### src/rtl/control_unit.sv
// control_unit: hard-wired multi-cycle sequencer for the cpu datapath.
// Fetch (F0..F2) then up to three execute cycles (E0..E2) per instruction,
// with a ready-based memory handshake in F1, ld E1 and st E2.
module control_unit (
  input  logic        clk,
  input  logic        clr,
  input  logic [31:0] ir_out,
  input  logic        mem_ready,
  output logic        ir_en,
  output logic        pc_increment,
  output logic        pc_in_alu,
  output logic        pc_in_rf_a,
  output logic        ma_in_pc,
  output logic        ma_in_alu,
  output logic        md_in_memory,
  output logic        md_in_rf_b,
  output logic        alu_a_in_rf,
  output logic        alu_a_in_pc,
  output logic        alu_b_in_rf,
  output logic        alu_b_in_constant,
  output logic        lo_en,
  output logic        hi_en,
  output logic        rf_in_alu,
  output logic        rf_in_hi,
  output logic        rf_in_lo,
  output logic        rf_in_md,
  output logic [3:0]  rf_a_addr,
  output logic [3:0]  rf_b_addr,
  output logic [3:0]  rf_z_addr,
  output logic [11:0] alu_select,
  output logic [31:0] constant_c,
  output logic        mem_read,
  output logic        mem_write,
  output logic        halted,
  output logic        illegal
);

  typedef enum logic [2:0] {
    S_RESET, S_F0, S_F1, S_F2, S_E0, S_E1, S_E2, S_HALT
  } state_t;

  localparam logic [4:0] OP_ADDI = 5'h08, OP_ANDI = 5'h09, OP_ORI  = 5'h0A,
                         OP_LD   = 5'h0B, OP_ST   = 5'h0C, OP_MUL  = 5'h0D,
                         OP_DIV  = 5'h0E, OP_NEG  = 5'h0F, OP_NOT  = 5'h10,
                         OP_MFHI = 5'h11, OP_MFLO = 5'h12, OP_JR   = 5'h13,
                         OP_JAL  = 5'h14, OP_BR   = 5'h15, OP_HALT = 5'h17;

  // One-hot ALU codes, add in bit 11 down to not in bit 0
  localparam logic [11:0] ALU_ADD = 12'h800, ALU_AND = 12'h020, ALU_OR  = 12'h010,
                          ALU_MUL = 12'h008, ALU_DIV = 12'h004, ALU_NEG = 12'h002,
                          ALU_NOT = 12'h001;

  state_t      state, state_nx;
  logic        illegal_q;
  logic [4:0]  op;
  logic [3:0]  ra, rb, rc;
  logic [31:0] c_ext;

  assign op    = ir_out[31:27];
  assign ra    = ir_out[26:23];
  assign rb    = ir_out[22:19];
  assign rc    = ir_out[18:15];
  assign c_ext = {{13{ir_out[18]}}, ir_out[18:0]};

  // Next-state selection; mem_ready only matters in the three wait states
  always_comb begin
    state_nx = S_F0;
    case (state)
      S_RESET: state_nx = S_F0;
      S_F0:    state_nx = S_F1;
      S_F1:    state_nx = mem_ready ? S_F2 : S_F1;
      S_F2:    state_nx = S_E0;
      S_E0: begin
        if (op == OP_LD || op == OP_ST)                state_nx = S_E1;
        else if (op == OP_HALT || op[4:3] == 2'b11)    state_nx = S_HALT;
        else                                           state_nx = S_F0;
      end
      S_E1: begin
        if (op == OP_LD)      state_nx = mem_ready ? S_E2 : S_E1;
        else if (op == OP_ST) state_nx = S_E2;
        else                  state_nx = S_F0;
      end
      S_E2:    state_nx = (op == OP_ST && !mem_ready) ? S_E2 : S_F0;
      S_HALT:  state_nx = S_HALT;
      default: state_nx = S_RESET;
    endcase
  end

  // State register; the illegal flag latches on an undefined opcode until reset
  always_ff @(posedge clk or negedge clr) begin
    if (!clr) begin
      state     <= S_RESET;
      illegal_q <= 1'b0;
    end else begin
      state <= state_nx;
      if (state == S_E0 && op[4:3] == 2'b11) illegal_q <= 1'b1;
    end
  end

  // Output decode from state and ir_out; ir_out changes at the F2->E0 edge,
  // so E0 strobes cannot be precomputed a cycle early.
  always_comb begin
    ir_en = 1'b0; pc_increment = 1'b0; pc_in_alu = 1'b0; pc_in_rf_a = 1'b0;
    ma_in_pc = 1'b0; ma_in_alu = 1'b0; md_in_memory = 1'b0; md_in_rf_b = 1'b0;
    alu_a_in_rf = 1'b0; alu_a_in_pc = 1'b0; alu_b_in_rf = 1'b0;
    alu_b_in_constant = 1'b0; lo_en = 1'b0; hi_en = 1'b0; rf_in_alu = 1'b0;
    rf_in_hi = 1'b0; rf_in_lo = 1'b0; rf_in_md = 1'b0;
    rf_a_addr = 4'd0; rf_b_addr = 4'd0; rf_z_addr = 4'd0;
    alu_select = 12'd0; constant_c = 32'd0;
    mem_read = 1'b0; mem_write = 1'b0;
    halted = 1'b0; illegal = 1'b0;
    case (state)
      S_F0: ma_in_pc = 1'b1;
      S_F1: begin
        mem_read     = 1'b1;
        md_in_memory = mem_ready;
        pc_increment = mem_ready;
      end
      S_F2: ir_en = 1'b1;
      S_E0: begin
        case (op)
          5'h00, 5'h01, 5'h02, 5'h03, 5'h04, 5'h05, 5'h06, 5'h07: begin
            rf_a_addr   = rb;
            rf_b_addr   = rc;
            alu_a_in_rf = 1'b1;
            alu_b_in_rf = 1'b1;
            alu_select  = ALU_ADD >> op[2:0];
            rf_in_alu   = 1'b1;
            rf_z_addr   = ra;
          end
          OP_ADDI, OP_ANDI, OP_ORI: begin
            rf_a_addr         = rb;
            alu_a_in_rf       = 1'b1;
            alu_b_in_constant = 1'b1;
            constant_c        = c_ext;
            alu_select        = (op == OP_ADDI) ? ALU_ADD :
                                (op == OP_ANDI) ? ALU_AND : ALU_OR;
            rf_in_alu         = 1'b1;
            rf_z_addr         = ra;
          end
          OP_LD, OP_ST: begin
            // effective address rb + C into MA
            rf_a_addr         = rb;
            alu_a_in_rf       = 1'b1;
            alu_b_in_constant = 1'b1;
            constant_c        = c_ext;
            alu_select        = ALU_ADD;
            ma_in_alu         = 1'b1;
          end
          OP_MUL, OP_DIV: begin
            rf_a_addr   = ra;
            rf_b_addr   = rb;
            alu_a_in_rf = 1'b1;
            alu_b_in_rf = 1'b1;
            alu_select  = (op == OP_MUL) ? ALU_MUL : ALU_DIV;
            lo_en       = 1'b1;
            hi_en       = 1'b1;
          end
          OP_NEG, OP_NOT: begin
            rf_a_addr   = rb;
            alu_a_in_rf = 1'b1;
            alu_select  = (op == OP_NEG) ? ALU_NEG : ALU_NOT;
            rf_in_alu   = 1'b1;
            rf_z_addr   = ra;
          end
          OP_MFHI: begin
            rf_in_hi  = 1'b1;
            rf_z_addr = ra;
          end
          OP_MFLO: begin
            rf_in_lo  = 1'b1;
            rf_z_addr = ra;
          end
          OP_JR: begin
            rf_a_addr  = ra;
            pc_in_rf_a = 1'b1;
          end
          OP_JAL: begin
            // PC <- ra and r15 <- PC + 0 in one cycle; both read old values
            rf_a_addr         = ra;
            pc_in_rf_a        = 1'b1;
            alu_a_in_pc       = 1'b1;
            alu_b_in_constant = 1'b1;
            alu_select        = ALU_ADD;
            rf_in_alu         = 1'b1;
            rf_z_addr         = 4'd15;
          end
          OP_BR: begin
            // PC already points past the branch, so the offset is relative to it
            alu_a_in_pc       = 1'b1;
            alu_b_in_constant = 1'b1;
            constant_c        = c_ext;
            alu_select        = ALU_ADD;
            pc_in_alu         = 1'b1;
          end
          default: ;
        endcase
      end
      S_E1: begin
        if (op == OP_LD) begin
          mem_read     = 1'b1;
          md_in_memory = mem_ready;
        end else if (op == OP_ST) begin
          rf_b_addr  = ra;
          md_in_rf_b = 1'b1;
        end
      end
      S_E2: begin
        if (op == OP_LD) begin
          rf_in_md  = 1'b1;
          rf_z_addr = ra;
        end else if (op == OP_ST) begin
          mem_write = 1'b1;
        end
      end
      S_HALT: begin
        halted  = 1'b1;
        illegal = illegal_q;
      end
      default: ;
    endcase
  end

endmodule
### config.mk
export PLATFORM = sky130hd
export DESIGN_NAME = control_unit
export DESIGN_NICKNAME = d
export VERILOG_FILES = /design/src/rtl/control_unit.sv
export SDC_FILE = /design/constraint.sdc
export NUM_CORES = 1
export LEC_CHECK = 0
export ABC_CLOCK_PERIOD_IN_PS = 4150
export BUFFER_PORTS_ARGS = -buffer_cell sky130_fd_sc_hd__buf_2
export CORE_MARGIN = 4
export CORE_UTILIZATION = 41
export CTS_CLUSTER_SIZE = 24
export DETAILED_ROUTE_END_ITERATION = 10
export GPL_TIMING_DRIVEN = 0
export PLACE_DENSITY = 0.95
export SYNTH_ARGS = -nofsm -noshare
export SYNTH_HDL_FRONTEND = slang
export SYNTH_SLANG_ARGS = --single-unit
### constraint.sdc
create_clock -name clk -period 4.15 [get_ports clk]
set_input_delay 0.415 -clock clk [delete_from_list [all_inputs] [get_ports clk]]
set_output_delay 0.415 -clock clk [all_outputs]
set_load 0.005 [all_outputs]
## Yosys cells after proc, flatten, opt, wreduce, memory -nomap -nowiden

Index checks and enable logic that the tools add are counted.

| operators by class | value |
|---|---|
| add/subtract/negate cells | 0 |
| $mul | 0 |
| div/mod/pow operators | 0 |
| order comparisons | 0 |
| eq/ne operators | 30 |
| shift-type cells | 1 |
| multiplexer cells | 61 |
| bitwise operators | 0 |
| reduce and logical (&&, ||, !) cells | 23 |

Operator list:

| operator | count |
|---|---|
| 32-bit 2-to-1 mux | 2 |
| 12-bit one-hot mux with 5 select lines | 1 |
| 5-bit by 4-bit == test with 1-bit output (second input constant) | 8 |
| 4-bit one-hot mux with 2 select lines | 5 |
| 5-bit == test (second input constant) | 7 |
| 1-bit 2-to-1 mux | 35 |
| 15-bit OR reduction | 2 |
| 12-bit 2-to-1 mux | 2 |
| 3-bit one-hot mux with 8 select lines | 1 |
| 5-bit by 3-bit == test with 1-bit output (second input constant) | 4 |
| 4-bit 2-to-1 mux | 5 |
| 17-bit OR reduction | 1 |
| 3-bit 2-to-1 mux | 5 |
| 14-bit OR reduction | 1 |
| 3-bit == test (second input constant) | 4 |
| 12-bit by 3-bit right shift with 12-bit output (first input constant) | 1 |
| 5-bit by 2-bit == test with 1-bit output (second input constant) | 2 |
| 10-bit OR reduction | 1 |
| 2-bit OR reduction | 5 |
| 4-bit OR reduction | 2 |
| 8-bit OR reduction | 1 |
| 7-bit OR reduction | 1 |
| 3-bit by 2-bit == test with 1-bit output (second input constant) | 2 |
| 6-bit 2-to-1 mux | 1 |
| other kinds (12) | 16 |

| word-level totals | value |
|---|---|
| register bits | 4 |
| latch bits | 0 |
| RAM bits | 0 |
| memory bits (read-only) | 0 |
| input bits | 35 |
| output and inout port bits | 78 |
| word-level logic and storage cells | 117 |
| memories | 0 |

## Longest topological paths before layout

Gate-level depths: netlist of the first run.

| logic depth | value |
|---|---|
| word-level depth | 5 |
| mapped depth | 7 |
| gate-level depth less buffers | 4 |

## Worst setup path after synthesis of the first run

Ideal clock, no wire load.

| timing | value |
|---|---|
| kind | in2out |
| start point | in ir_out[30] |
| end point | out constant_c[19] |
| arrival time | 1731 ps |
| required time | 3735 ps |
| path slack | 2004 ps |
| stages on the path | 6 |
| path buffers | 2 |
| cells stage by stage | buf_2 nor2b_1 nand3_1 a21oi_4 and2_1 buf_4 |

| on the way | value |
|---|---|
| word-level cells in the longest chain between the ends | 4 |
| elaborated cells between the ends (all ways) | 9 |
| those cells by class | 6 x eq/ne; 2 x mux; 1 x reduce/logical |

Ends and longest elaborated chain:

| what | line | source |
|---|---|---|
| start: declaration | 7 | `input logic [31:0] ir_out,` |
| 5-bit by 4-bit == test with 1-bit output or 5-bit == test (tied branches) | 121 | `case (op)` |
| 6-bit OR reduction (no source line) (*) | -- |  |
| 32-bit 2-to-1 mux (*) | 121 |  |
| 32-bit 2-to-1 mux (*) | 112 | `case (state)` |
| end: declaration | 31 | `output logic [31:0] constant_c,` |

Mark *: on every way between the ends. The rest lies on a longest branch, timed or not.

## Worst setup path in the final report of the first run

| timing | value |
|---|---|
| start point | reg state[0] |
| end point | out constant_c[24] |

| on the way | value |
|---|---|
| word-level cells in the longest chain between the ends | 2 |

Ends and longest elaborated chain:

| what | line | source |
|---|---|---|
| start: declaration | 53 | `state_t state, state_nx;` |
| start signal: assignment | 95 | `state <= state_nx;` |
| 3-bit == test | 112 |  |
| 32-bit 2-to-1 mux | 112 |  |

No other way between the ends.

==> impl_metrics.json, run 1 <==
{
  "postCtsResizedCells": 0,
  "area_growth_pct": 48.8,
  "ys_seq_area_share_pct": 7.91,
  "nNetsFinal": 340,
  "vias_per_cell": 5.46,
  "timing.fmax_mhz": 373,
  "grt_max_degree": 15,
  "tightestPinTransition_ns": 0.514,
  "track_usage_pct": 24.0,
  "async_flop_share_pct": 100,
  "dr_wl_met2_mm": 2.41,
  "startpoint_type": "flip-flop",
  "route.met3.wl_microns": 445,
  "cts_tree": "built",
  "core_area_sq_mm": 0.00285,
  "ctsHtreeMaxLevel": 1,
  "die_area_sq_mm": 0.00404,
  "wirelength_mm": 4.86,
  "finalSetupTns_ns": 0,
  "post-route-period-util_pct": 64.7,
  "cts_root_buffer": "clkbuf_4",
  "hold_viol_final": 0,
  "cts.sink_count": 4,
  "drive_gt1_share_pct": 48.2,
  "ys.flop_type": "dfrtp_1",
  "io_buffers": 109,
  "cp.required_ns": 3.73,
  "overflow": 0,
  "p_per_area_mw_per_mm2": 235,
  "drv_slew": 0,
  "syn_nets": 225,
  "vias": 1825,
  "maxCapViolations": 0,
  "dp.final_hpwl_mm": 3.92,
  "cts_buffers": 3,
  "finalClockSkew_ns": 0.00844,
  "cp-end-kind": "output pin",
  "grt_pass1_vias": 1676,
  "relSlewSlack_pct": 65.6,
  "synth_seq_cells": 4,
  "worstHoldPathType": "reg2reg",
  "holdPathStages": 1,
  "final_antenna_net_count": 0,
  "syn-cell-area_sq_mm": 0.00126,
  "p_leak_nw": 1.08,
  "clk_latency_ns": 0.25,
  "yosys_warnings": 0,
  "grt_setup_unrepaired": "false",
  "wl_per_cell_microns": 14.5,
  "first_pass_iters": 5,
  "die_y_microns": 63.5,
  "finish.utilization_pct": 66.0,
  "path_clk_slew_ns": 0.05,
  "cp_max_fo": 14,
  "start_util_pct": 44.3,
  "cts_max_path_buffers": 2,
  "highest_layer": "met4",
  "fin_crit_ns": 2.68,
  "synth_edf_count": 0,
  "io-pin-count": 113,
  "yosysUniqueCellTypes": 44,
  "arrival_ns": 2.27,
  "synth.avg_cell_area_sq_um": 6.66,
  "gp_congestion": 0.951,
  "crit_type": "reg2out",
  "dr.first_iter.drc_count": 125,
  "diodes": 0,
  "r2r_slack_ns": 2.49,
  "placementRows": 19,
  "nFillCells": 275,
  "ir_drop_v": 0.000114,
  "die_w_microns": 63.5,
  "syn_inst": 190,
  "r2r.worst_path.cells": 4,
  "m1WireLength_mm": 1.83,
  "outcome": "finished, final reports clean",
  "antenna_found_initial": 0,
  "drc": 0,
  "grt_pass1_wl_mm": 7.94,
  "finalSetupViolations": 0
}
-- metrics by stage --
step / hold WS, ns / setup slack [ns] / total power [W] / std cells / instance area (sq um)
detailed placement: 0.229 / 1.66 / 0.000379 / 330 / 1850
floorplan: 0.119 / 2.00 / 0.000277 / 190 / 1260
CTS: 0.459 / 1.46 / 0.000434 / 334 / 1880
global route: 0.479 / 1.30 / 0.000480 / 334 / 1880
finish: 0.459 / 1.47 / 0.000443 / 334 / 1880
global placement: 0.220 / 1.71 / 0.000370 / 330 / 1850
-- cell usage after synthesis, types with 5 or more instances --
library cell	n	area share (%)
o21ai_0	8	3.2
and2_1	25	12
nor2_1	19	5.6
nand2_1	18	5.3
buf_2	7	2.8
nor2b_1	5	2.5
a21oi_1	14	5.5
nand3_1	6	2.4
buf_4	15	8.9
-- power breakdown --
part / switching (W) / internal [W] / total (W) / leakage [nW]
sequential: 0.0000102 / 0.0000590 / 0.0000691 / 0.0473
combinational: 0.000178 / 0.000142 / 0.000320 / 1.02
clock: 0.0000211 / 0.0000327 / 0.0000538 / 0.0138
total: 0.000209 / 0.000234 / 0.000443 / 1.08
-- logic make-up (layout without fill, tap and decap cells) --
| group | count (synthesis) | count (layout) | share of synthesized area, % |
|---|---|---|---|
| and+or+nand+nor | 104 | 104 | 47.9 |
| DFF | 4 | 4 | 7.91 |
| buffers and inverters | 34 | 147 | 17.6 |
| xor gates and xnor gates | 1 | 1 | 0.693 |
| AOI/OAI and AO/OA | 47 | 47 | 25.9 |
-- routing by layer --
metal	GRT usage [%]	vias to the layer above
li1	-	878
met2	42.2	121
met3	4.44	25
met5	0	-
met4	9.70	0
met1	28.1	801
-- layout by cell type, fill, tap and decap left out, types with 3 or more instances in the layout --
master    synthesis  routed
nand3b_1          4       4
nor2_1           19      19
nor2b_1           5       5
clkbuf_1          4       4
buf_2             7     116
clkbuf_4          0       3
buf_4            15      15
nand3_1           6       6
dfrtp_1           4       4
a21oi_1          14      14
nand2_1          18      18
a32o_1            4       4
o22ai_1           3       3
buf_6             4       4
nor3b_1           4       4
nand2b_1          3       3
a221o_1           4       4
and2_1           25      25
nor3_1            4       4
and3_1            4       4
o21ai_0           8       8
-- what timing repair did --
item,in CTS,in global routing
hold buffers,1,0
endpoints found under the hold margin,4,0
endpoints found under the setup margin,0,0
buffers inserted,0,0
-- worst max-delay path, stage by stage, from the launching register on --
cell,delay (ns)
dfrtp_1,0.38
buf_6,0.14
or3b_1,0.37
buf_6,0.17
a21oi_4,0.21
and2_1,0.45
buf_4,0.19
buf_2,0.11
-- registers in the layout, indices dropped and copies added (netlist names) --
name       count
state          3
illegal_q      1
-- path summary, 6_finish.rpt --
path                            from              to
setup / recovery            state[0]  constant_c[24]
hold / removal             illegal_q       illegal_q
setup reg to reg            state[1]       illegal_q
hold reg to reg            illegal_q       illegal_q
max in group asynchronous        clr       illegal_q
min in group asynchronous        clr        state[0]
-- area by class of cell --
| class | instances | area (sq um) | share of cell area (%) |
|---|---|---|---|
| tap | 31 | 38.8 | 2.06 |
| sequential | 4 | 100 | 5.32 |
| timing repair buffer | 110 | 556 | 29.5 |
| buffer | 32 | 215 | 11.4 |
| multi-input combinational | 152 | 942 | 50.1 |
| clock buffer | 3 | 22.5 | 1.20 |
| inverter | 2 | 7.51 | 0.399 |
No activity file was read; power rests on OpenSTA's default activity.
==> run 2, diff against run 1 <==
==> config.mk (replaced) <==
export PLATFORM = sky130hd
export DESIGN_NAME = control_unit
export DESIGN_NICKNAME = d
export VERILOG_FILES = /design/src/rtl/control_unit.sv
export SDC_FILE = /design/constraint.sdc
export NUM_CORES = 1
export LEC_CHECK = 0
export ABC_CLOCK_PERIOD_IN_PS = 2350
export BUFFER_PORTS_ARGS = -buffer_cell sky130_fd_sc_hd__buf_2
export CORE_MARGIN = 4
export CORE_UTILIZATION = 35
export CTS_CLUSTER_SIZE = 24
export DETAILED_ROUTE_END_ITERATION = 10
export GPL_TIMING_DRIVEN = 0
export PLACE_DENSITY = 0.9
export SYNTH_ARGS = -nofsm -noshare
export SYNTH_HDL_FRONTEND = slang
export SYNTH_SLANG_ARGS = --single-unit
==> constraint.sdc (replaced) <==
create_clock -name clk -period 2.35 [get_ports clk]
set_input_delay 0.235 -clock clk [delete_from_list [all_inputs] [get_ports clk]]
set_output_delay 0.235 -clock clk [all_outputs]
set_load 0.005 [all_outputs]
==> impl_metrics.json, run 2 (synthesized netlist as in run 1, its figures left out) <==
{
  "outcome": "finished, final reports clean",
  "postCtsSetupBuffers": 0,
  "cts_buffers": 3,
  "p_per_area_mw_per_mm2": 409,
  "path_clk_slew_ns": 0.05,
  "diodes": 0,
  "max_stage_delay_ns": 0.37,
  "start_util_pct": 37.0,
  "crit_buf_inv": 4,
  "cp-end-kind": "output pin",
  "startpoint_type": "flip-flop",
  "die_w_microns": 68.1,
  "arrival_ns": 2.02,
  "cts_root_buffer": "clkbuf_4",
  "final_cell_area_sq_mm": 0.00191,
  "largest_register_ffs": 3,
  "grt_max_degree": 15,
  "clk_latency_ns": 0.25,
  "cp.required_ns": 2.12,
  "worstHoldPathType": "in2async",
  "post-place-ws_ns": 0.144,
  "io_buffers": 109,
  "dp.final_hpwl_mm": 4.10,
  "final_antenna_net_count": 0,
  "post-route-period-util_pct": 96.0,
  "r2r.worst_path.cells": 4,
  "core_area_sq_mm": 0.00342,
  "r2r_start": "state[1]",
  "critPathSlowestCell": "or3b_1",
  "wirelength_mm": 5.09,
  "final_cell_mix": "116 x buf_2, 24 x and2_1, 19 x nor2_1",
  "tightestPinTransition_ns": 0.485,
  "place_inst": 345,
  "fin_crit_ns": 2.26,
  "setup_slack_ns": 0.0943,
  "cts.sink_count": 4,
  "cts_tree": "built",
  "gp_congestion": 0.915,
  "finalSetupTns_ns": 0,
  "die_y_microns": 68.1,
  "reg_top3": "state (3), illegal_q (1)",
  "overflow": 0,
  "drc": 0,
  "io-pin-count": 113,
  "drv_slew": 0,
  "track_usage_pct": 20.3,
  "nNetsFinal": 340,
  "vias": 1797,
  "placementRows": 21,
  "multi_input_area_sq_um": 950,
  "r2r_slack_ns": 0.89,
  "finalSetupViolations": 0,
  "nFillCells": 353,
  "hold_viol_final": 0,
  "ir_drop_v": 0.000172,
  "cp_max_fo": 14,
  "ff_latch_area_sq_um": 100,
  "top_register": "state",
  "final_common_cell": "buf_2",
  "placed_area_sq_mm": 0.00187,
  "vias_per_cell": 5.15,
  "cp_common_cell": "buf_6",
  "finalNonFillerCells": 349,
  "timing.fmax_mhz": 443,
  "area_growth_pct": 50.8,
  "grt_setup_unrepaired": "false",
  "crit_end": "constant_c[23]",
  "antenna_found_initial": 0,
  "cp_top_family": "simple AND/OR/NAND/NOR gates",
  "relSlewSlack_pct": 67.4,
  "cp.depth": 7,
  "finish.utilization_pct": 55.9,
  "die_area_sq_mm": 0.00464,
  "first_pass_iters": 4,
  "cts_max_path_buffers": 2,
  "finalClockSkew_ns": 0.0105,
  "maxCapViolations": 0,
  "reg2reg_to": "illegal_q",
  "drive_gt1_share_pct": 48.8,
  "wl_per_cell_microns": 14.6,
  "critPathLaunch": "state[0]",
  "p_leak_nw": 1.08,
  "grt_pass1_wl_mm": 7.25,
  "dr.first_iter.drc_count": 70,
  "crit_type": "reg2out",
  "ctsHtreeMaxLevel": 1,
  "grt_pass1_vias": 1561,
  "worstPathCellList": "buf_6 > or3b_1 > buf_6 > a21oi_4 > and2_4 > buf_4 > buf_2"
}
[run 2: cell types whose count changed in the layout (fill, tap and decap cells not counted)]
cell / previous run / this run
and2_1: 25 / 24
and2_4: 0 / 1
nor3b_1: 4 / 3
nor3b_2: 0 / 1
[run 2: worst min-delay path by stage]
| stage | start | to | slack [ns] | cells after the start |
|---|---|---|---|---|
| after floorplan | clr | illegal_q | -0.06 | 0 |
| after global placement | clr | illegal_q | 0.04 | 1 |
| after detailed placement | clr | state[1] | 0.05 | 1 |
| after CTS | clr | state[0] | 0.32 | 2 |
| after global routing | clr | state[0] | 0.35 | 2 |
| final | clr | state[0] | 0.32 | 2 |
[run 2: power by group]
part / switching (W) / internal [W] / total (W)
logic: 0.000312 / 0.000254 / 0.000566
clock network: 0.0000349 / 0.0000576 / 0.0000925
registers: 0.0000186 / 0.000104 / 0.000123
[run 2: routing by layer]
| layer | up-vias | wire length (microns) | GRT usage (%) |
|---|---|---|---|
| met5 | - | 0 | 0 |
| met4 | 0 | 130 | 10.9 |
| met3 | 12 | 383 | 2.63 |
| met2 | 81 | 2600 | 34.3 |
| met1 | 823 | 1970 | 24.6 |
| li1 | 881 | - | - |
[run 2: per-stage QoR]
stage	power, W	hold slack, ns
after CTS	0.000775	0.324
after detailed placement	0.000678	0.0475
final	0.000781	0.323
after global routing	0.000841	0.345
after global placement	0.000658	0.0397
after floorplan	0.000490	-0.0606
[run 2: area by class of cell]
cell class / count / area share, %
flip-flops and latches: 4 / 5.25
multi-input cells: 152 / 49.8
well taps: 46 / 3.02
inverters: 2 / 0.393
plain buffers: 32 / 11.3
clock buffers: 3 / 1.18
repair buffers: 110 / 29.1
[run 2: repair_timing]
item                                    CTS  global route
gates resized for setup                   1             2
endpoints found under the setup margin   14            21
hold buffers                              1             0
hold endpoints to repair                  4             0
[run 2: worst register-to-register path, stage by stage (launching register included)]
cell and delay [ns]:
dfrtp_1 0.39, clkbuf_1 0.21, nor3b_2 0.34, buf_2 0.29, a31o_2 0.19
==> run 3, diff against run 2 <==
--- a/config.mk
+++ b/config.mk
@@ -13,6 +13,7 @@
 export DETAILED_ROUTE_END_ITERATION = 10
 export GPL_TIMING_DRIVEN = 0
 export PLACE_DENSITY = 0.9
+export SETUP_SLACK_MARGIN = 0.15
 export SYNTH_ARGS = -nofsm -noshare
 export SYNTH_HDL_FRONTEND = slang
 export SYNTH_SLANG_ARGS = --single-unit
==> impl_metrics.json, run 3 (synthesized netlist as in run 1, its figures left out) <==
{
  "outcome": "finished, final reports clean",
  "finish.utilization_pct": 58.3,
  "top_register": "state",
  "gp_congestion": 0.915,
  "p_per_area_mw_per_mm2": 443,
  "multi_input_area_sq_um": 976,
  "wl_per_cell_microns": 15.1,
  "cts.sink_count": 4,
  "final_cell_mix": "115 x buf_2, 24 x and2_1, 21 x buf_4",
  "finalClockSkew_ns": 0.0123,
  "ir_drop_v": 0.000181,
  "die_area_sq_mm": 0.00464,
  "p_sw_share_pct": 45.9,
  "startpoint_type": "flip-flop",
  "drv_slew": 0,
  "final_antenna_net_count": 0,
  "io-pin-count": 113,
  "largest_register_ffs": 3,
  "worstHoldPathType": "in2async",
  "timing.fmax_mhz": 465,
  "finalNonFillerCells": 356,
  "finalSetupViolations": 0,
  "dr.first_iter.drc_count": 73,
  "grt_max_degree": 11,
  "grt_setup_unrepaired": "true",
  "cp.required_ns": 2.12,
  "relSlewSlack_pct": 67.5,
  "track_usage_pct": 20.9,
  "grt_pass1_vias": 1588,
  "nFillCells": 345,
  "io_buffers": 109,
  "final_common_cell": "buf_2",
  "hold_viol_final": 0,
  "place_inst": 345,
  "arrival_ns": 1.91,
  "post-route-period-util_pct": 91.4,
  "maxCapViolations": 0,
  "crit_type": "reg2out",
  "placementRows": 21,
  "overflow": 0,
  "power.switching_w": 0.000405,
  "area_growth_pct": 57.4,
  "cts_root_buffer": "clkbuf_4",
  "fin_crit_ns": 2.15,
  "die_y_microns": 68.1,
  "r2r.worst_path.cells": 6,
  "pwr-share-seq_pct": 14.3,
  "grt_pass1_wl_mm": 7.45,
  "clk_latency_ns": 0.25,
  "wirelength_mm": 5.36,
  "start_util_pct": 37.0,
  "p_leak_nw": 1.12,
  "cp_max_fo": 7,
  "ff_latch_area_sq_um": 100,
  "finalSetupTns_ns": 0,
  "diodes": 0,
  "nNetsFinal": 347,
  "drc": 0,
  "vias": 1858,
  "die_w_microns": 68.1,
  "p_clk_share_pct": 10.7,
  "cp-end-kind": "output pin",
  "drive_gt1_share_pct": 51.3,
  "path_clk_slew_ns": 0.05,
  "vias_per_cell": 5.22,
  "intPower_w": 0.000477,
  "core_area_sq_mm": 0.00342,
  "first_pass_iters": 4,
  "dp.final_hpwl_mm": 4.10,
  "pwr-share-comb_pct": 75.0,
  "cts_tree": "built",
  "cts_buffers": 3,
  "tightestPinTransition_ns": 0.483,
  "antenna_found_initial": 0,
  "cts_max_path_buffers": 2,
  "ctsHtreeMaxLevel": 1,
  "reg_top3": "state (3), illegal_q (1)"
}
[run 3: cell types whose count changed in the layout (fill, tap and decap cells not counted), sizes merged]
cell | before | now
and2 | 25 | 26
clkbuf | 7 | 8
buf | 137 | 142
[run 3: power by group through the flow]
stage	sequential, W	combinational (W)	clock, W
after floorplan	0.000117	0.000373	0
after global placement	0.000121	0.000536	0
after detailed placement	0.000125	0.000553	0
after CTS	0.000123	0.000564	0.0000943
after global routing	0.000128	0.000722	0.0000987
final	0.000126	0.000661	0.0000947
[run 3: timing repair]
item                                    CTS  global route
gates cloned                              1             0
setup buffers                             1             5
endpoints found under the setup margin   17            27
hold buffers                              1             0
endpoints found under the hold margin     4             0
pin swaps                                 1             2
resized for setup                         3             9
[run 3: critical path, stage by stage, from the launching register on]
cell and delay (ns):
dfrtp_1 0.37, buf_6 0.13, or3b_4 0.38, buf_12 0.16
a21oi_4 0.18, and2_4 0.23, buf_4 0.11, buf_2 0.10
[run 3: layout make-up]
class | count | area share [%]
timing repair buffer | 116 | 30.2
buffer | 32 | 11.4
tap | 46 | 2.89
sequential | 4 | 5.03
inverter | 2 | 0.377
clock buffer | 3 | 1.13
multi-input combinational | 153 | 49.0
[run 3: path summary, 6_finish.rpt]
path	endpoint	slack (ns)	from
max in group asynchronous	state[2]	1.90	clr
hold reg to reg	illegal_q	0.50	illegal_q
min in group clk	state[0]	0.36	mem_ready
setup reg to reg	state[2]	0.80	state[1]
hold / removal	state[0]	0.32	clr
setup / recovery	constant_c[25]	0.20	state[0]
[run 3: stage by stage]
stage | hold WS (ns) | setup slack (ns) | cell area (sq um) | total power [W]
global route | 0.334 | 0.139 | 1990 | 0.000949
floorplan | -0.0606 | 0.398 | 1260 | 0.000490
CTS | 0.324 | 0.154 | 1920 | 0.000782
detailed placement | 0.0475 | 0.144 | 1870 | 0.000678
finish | 0.316 | 0.201 | 1990 | 0.000882
global placement | 0.0397 | 0.164 | 1870 | 0.000658
[run 3: per-layer routing]
layer | global-route usage (%) | part of all wire, %
met5 | 0 | 0
met4 | 10.9 | 2.4
met3 | 2.63 | 7.3
met2 | 35.4 | 51
met1 | 25.7 | 39
